### src/rtl/onehot_request_arbiter.sv
// Round-robin arbiter turning raw request edges into a stream of one-hot grants
// with a valid/ready handshake; feeds the 4-to-2 encoder's d input.
module onehot_request_arbiter #(
  parameter int N = 4
) (
  input  logic         clk,
  input  logic         rst,
  input  logic [N-1:0] req_i,
  output logic [N-1:0] grant_onehot,
  output logic         grant_valid,
  input  logic         grant_ready,
  output logic [N-1:0] pending,
  output logic         drop
);

  localparam int PW = $clog2(N);

  typedef enum logic {
    IDLE  = 1'b0,
    OFFER = 1'b1
  } state_e;

  state_e          state_q, state_d;
  logic [N-1:0]    req_q;
  logic [N-1:0]    pending_q, pending_d;
  logic [N-1:0]    grant_q, grant_d;
  logic            valid_q, valid_d;
  logic            drop_q, drop_d;
  logic [PW-1:0]   ptr_q, ptr_d;

  logic [N-1:0]    edge_s;
  logic            accept_s;
  logic [N-1:0]    acc_mask_s;
  logic [N-1:0]    rem_s;
  logic [PW-1:0]   gidx_s;
  logic [PW-1:0]   nxt_ptr_s;

  // First set bit of v found by scanning upward from index p, wrapping at N.
  function automatic logic [N-1:0] rr_pick(input logic [N-1:0] v, input logic [PW-1:0] p);
    logic [N-1:0]  g;
    logic          found;
    logic [PW-1:0] idx;
    g     = '0;
    found = 1'b0;
    idx   = p;
    for (int k = 0; k < N; k++) begin
      if (!found && v[idx]) begin
        g[idx] = 1'b1;
        found  = 1'b1;
      end else begin
        found = found;
      end
      idx = (idx == PW'(N - 1)) ? '0 : idx + 1'b1;
    end
    return g;
  endfunction

  // Event capture, accept masking and overrun detection.
  always_comb begin
    edge_s     = req_i & ~req_q;
    accept_s   = valid_q & grant_ready;
    acc_mask_s = accept_s ? grant_q : '0;
    rem_s      = pending_q & ~acc_mask_s;
    pending_d  = rem_s | edge_s;
    drop_d     = |(edge_s & rem_s);
    gidx_s     = '0;
    for (int i = 0; i < N; i++) begin
      gidx_s = grant_q[i] ? PW'(i) : gidx_s;
    end
    nxt_ptr_s  = (gidx_s == PW'(N - 1)) ? '0 : gidx_s + 1'b1;
  end

  // Grant FSM: offer one winner, hold it under backpressure, chain on accept.
  always_comb begin
    state_d = state_q;
    grant_d = grant_q;
    valid_d = valid_q;
    ptr_d   = ptr_q;
    case (state_q)
      IDLE: begin
        if (pending_q != '0) begin
          grant_d = rr_pick(pending_q, ptr_q);
          valid_d = 1'b1;
          state_d = OFFER;
        end else begin
          grant_d = '0;
          valid_d = 1'b0;
        end
      end
      OFFER: begin
        if (accept_s) begin
          ptr_d = nxt_ptr_s;
          // Edges landing this cycle are left for the next arbitration round.
          if (rem_s != '0) begin
            grant_d = rr_pick(rem_s, nxt_ptr_s);
            valid_d = 1'b1;
          end else begin
            grant_d = '0;
            valid_d = 1'b0;
            state_d = IDLE;
          end
        end else begin
          grant_d = grant_q;
        end
      end
      default: begin
        state_d = IDLE;
        grant_d = '0;
        valid_d = 1'b0;
      end
    endcase
  end

  // State, pointer and registered outputs.
  always_ff @(posedge clk or posedge rst) begin
    if (rst) begin
      state_q   <= IDLE;
      req_q     <= '0;
      pending_q <= '0;
      grant_q   <= '0;
      valid_q   <= 1'b0;
      drop_q    <= 1'b0;
      ptr_q     <= '0;
    end else begin
      state_q   <= state_d;
      req_q     <= req_i;
      pending_q <= pending_d;
      grant_q   <= grant_d;
      valid_q   <= valid_d;
      drop_q    <= drop_d;
      ptr_q     <= ptr_d;
    end
  end

  assign grant_onehot = grant_q;
  assign grant_valid  = valid_q;
  assign pending      = pending_q;
  assign drop         = drop_q;

endmodule

### config.mk
export PLATFORM = sky130hd
export DESIGN_NAME = onehot_request_arbiter
export DESIGN_NICKNAME = d
export VERILOG_FILES = /design/src/rtl/onehot_request_arbiter.sv
export SDC_FILE = /design/constraint.sdc
export NUM_CORES = 1
export LEC_CHECK = 0
export CORE_AREA = 2 2 56 58
export DETAILED_ROUTE_END_ITERATION = 8
export DIE_AREA = 0 0 58 60
export GPL_TIMING_DRIVEN = 0
export PLACE_DENSITY = 0.76
export SLEW_MARGIN = 20
export SYNTH_ARGS = -nofsm -noshare
export SYNTH_HDL_FRONTEND = slang
export SYNTH_SLANG_ARGS = --single-unit
export TNS_END_PERCENT = 10
### constraint.sdc
create_clock -name clk -period 3.35 [get_ports clk]
set_clock_uncertainty 0.2 [all_clocks]
set_input_delay 0.67 -clock clk [delete_from_list [all_inputs] [get_ports clk]]
set_output_delay 0.67 -clock clk [all_outputs]
set_load 0.005 [all_outputs]
==> impl_metrics.json <==
{
  "final.period_utilization_pct": 81.8,
  "die_height_um": 60,
  "cts_hold_buf": 0,
  "grt_overflow_total": 0,
  "critPathMaxFanout": 8,
  "portBuffers": 16,
  "ant_nets": 0,
  "diodes": 0,
  "hold_path.class": "reg2reg",
  "areaGrowthSynthToFinish_pct": 15.2,
  "grt_max_degree": 18,
  "cts_buffer_depth": 2,
  "cts-resized-gates": 0,
  "ys_top_cells_by_area": "dfrtp_1 (28%), ha_1 (11%), nand2_1 (5.9%)",
  "ys_types": 45,
  "clock_latency_ps": 300,
  "numCtsBuffers": 3,
  "post-route-util_pct": 60.6,
  "rsz0062_at_grt": "false",
  "cts_tree": "built",
  "hpwl_um": 2720,
  "p_switching_mw": 1.00,
  "synth_edf_count": 0,
  "clockRootBuffer": "clkbuf_4",
  "dp.cells": 218,
  "drc": 0,
  "vdd_ir_drop_max_mv": 0.753,
  "comb_power_share_pct": 74.2,
  "fin_nets": 211,
  "p_seq_share_pct": 20.0,
  "first_global_vias": 1308,
  "drv_cap": 0,
  "die_area_sq_um": 3480,
  "drt_iter0_markers": 130,
  "cp_data_arrival_time_ps": 2780,
  "yosysTopAreaCell": "dfrtp_1",
  "coreArea_sq_um": 2900,
  "critPathKind": "reg2reg",
  "synth.net_count": 190,
  "grt_antenna_before_repair": 0,
  "post-route-min-period_ps": 2740,
  "slew-limit-headroom_pct": 55.3,
  "path_clk_slew_ps": 100,
  "avgSynthCellArea_sq_um": 9.03,
  "cts.sinks": 17,
  "dpl_cell_area_sq_um": 1730,
  "drt_pass1_iterations": 4,
  "htreeDepth": 1,
  "post_synth_inst_count": 169,
  "netlist_top_cells_count": "nand2_1 (24), dfrtp_1 (17), ha_1 (14), nand3_1 (13), inv_1 (11)",
  "setup_viol": 0,
  "grt_pass1_wl_um": 5950,
  "status": "finished clean",
  "synth_compound_area_share_pct": 24.1,
  "ys_seq_elements": 17,
  "power_frac_clock_pct": 5.8,
  "start_util_pct": 52.6,
  "post-synth-top-count-cell": "nand2_1",
  "num_vias": 1404,
  "yosys.area_share.simple_pct": 20.5,
  "swShare_pct": 50.6,
  "ys.flop_type": "dfrtp_1",
  "fillers": 239,
  "cts_setup_buffers": 0,
  "end_kind": "flop",
  "cp.required_ps": 3390,
  "viasPerCell": 6.32,
  "p_leak_nw": 0.749,
  "synth-xor-area-share_pct": 0,
  "p_per_area_nw_per_um2": 1130,
  "die_x_um": 58,
  "instances_no_fill": 222,
  "wirelength_um": 3540,
  "cell_internal_pwr_mw": 0.978,
  "worst_pin_slew_ps": 669,
  "synth.yosys.seq_area_share_pct": 27.9,
  "drive_above_1_share_pct": 12.7,
  "netlist.area_leader.share_pct": 27.9,
  "synth_warnings": 0,
  "gp_congestion": 0.956,
  "grtUsageTotal_pct": 22.5,
  "synthArstFlopShare_pct": 100,
  "tns_ps": 0,
  "syn-cell-area_sq_um": 1530,
  "drv_slew": 0,
  "synthMuxAreaShare_pct": 10.5,
  "max_clock_freq_mhz": 365,
  "fin_area_sq_um": 1760,
  "hold_viol": 0,
  "wl_per_cell_um": 16.0,
  "start_kind": "flop",
  "synth_top_family_by_area": "compound AO/OA/AOI/OAI gates",
  "synth_fa_ha_area_share_pct": 11.5,
  "io_pins": 17,
  "row_count": 20
}
critical path, cell delays in order (launching register included):
cell and delay, ps:
dfrtp_1 530, inv_1 180, ha_1 280, o21ba_2 260, or4_4 430, a21oi_4 150, a21oi_1 90, a221oi_1 370
a311o_1 180
per-layer routing:
metal,global-route usage [%],vias up,wire (um),part of all wire (%)
li1,-,674,-,-
met2,37.8,60,1730,49
met5,0,-,0,0
met1,29.0,663,1560,44
met3,1.52,7,179,5.1
met4,12.6,0,80,2.3
cell families (layout without fill, tap and decap cells):
family | count (synthesis) | after routing
AOI/OAI and AO/OA | 48 | 48
adders and majority gates | 14 | 14
buffers and inverters | 18 | 38
DFF | 17 | 17
muxes | 10 | 10
and+or+nand+nor | 62 | 62
per-stage QoR:
stage	total power [mW]	worst slack (ps)	hold slack [ps]
floorplan	1.45	953	218
global placement	1.77	418	225
detailed placement	1.84	386	244
CTS	1.96	643	260
global route	2.13	480	291
finish	1.98	609	253
worst paths after layout:
check                           startpoint  cells past startpoint  slack (ps)               to
worst max register to register    ptr_q[1]                      8         610  grant_onehot[2]
worst max-delay path              ptr_q[1]                      8         610  grant_onehot[2]
worst min-delay path              req_q[2]                      1         250       pending[2]
max in group asynchronous              rst                      2        1970  grant_onehot[1]
min in group asynchronous              rst                      2         550         ptr_q[0]
worst min register to register    req_q[2]                      1         250       pending[2]
final cells by class:
type | count | area [sq um] | area share [%]
Buffer | 5 | 36.3 | 2.06
Clock buffer | 3 | 22.5 | 1.28
Clock inverter | 1 | 7.51 | 0.427
Inverter | 13 | 48.8 | 2.78
Multi-Input combinational cell | 134 | 1020 | 57.8
Sequential cell | 17 | 425 | 24.2
Tap cell | 33 | 41.3 | 2.35
Timing Repair Buffer | 16 | 160 | 9.11
cells in the final DEF, fill, tap and decap left out, types with 5 or more instances in the layout:
cell type / n
a21oi_1: 7
a31oi_1: 8
clkdlybuf4s50_1: 16
dfrtp_1: 17
ha_1: 14
inv_1: 11
nand2_1: 24
nand3_1: 13
o21ai_0: 5
state kept, by name, summed over array words and instances, names as in the netlist:
register	count
grant_onehot	4
drop	1
ptr_q	2
grant_valid	1
pending	4
state_q	1
req_q	4
power groups by stage:
stage | logic, mW | registers (mW) | clock network (mW)
2_1_floorplan | 1.08 | 0.374 | 0
3_3_place_gp | 1.38 | 0.398 | 0
3_5_place_dp | 1.44 | 0.398 | 0
4_1_cts | 1.45 | 0.394 | 0.121
5_1_grt | 1.59 | 0.412 | 0.125
6_report | 1.47 | 0.396 | 0.115
Power figures use the tool's default switching activity.
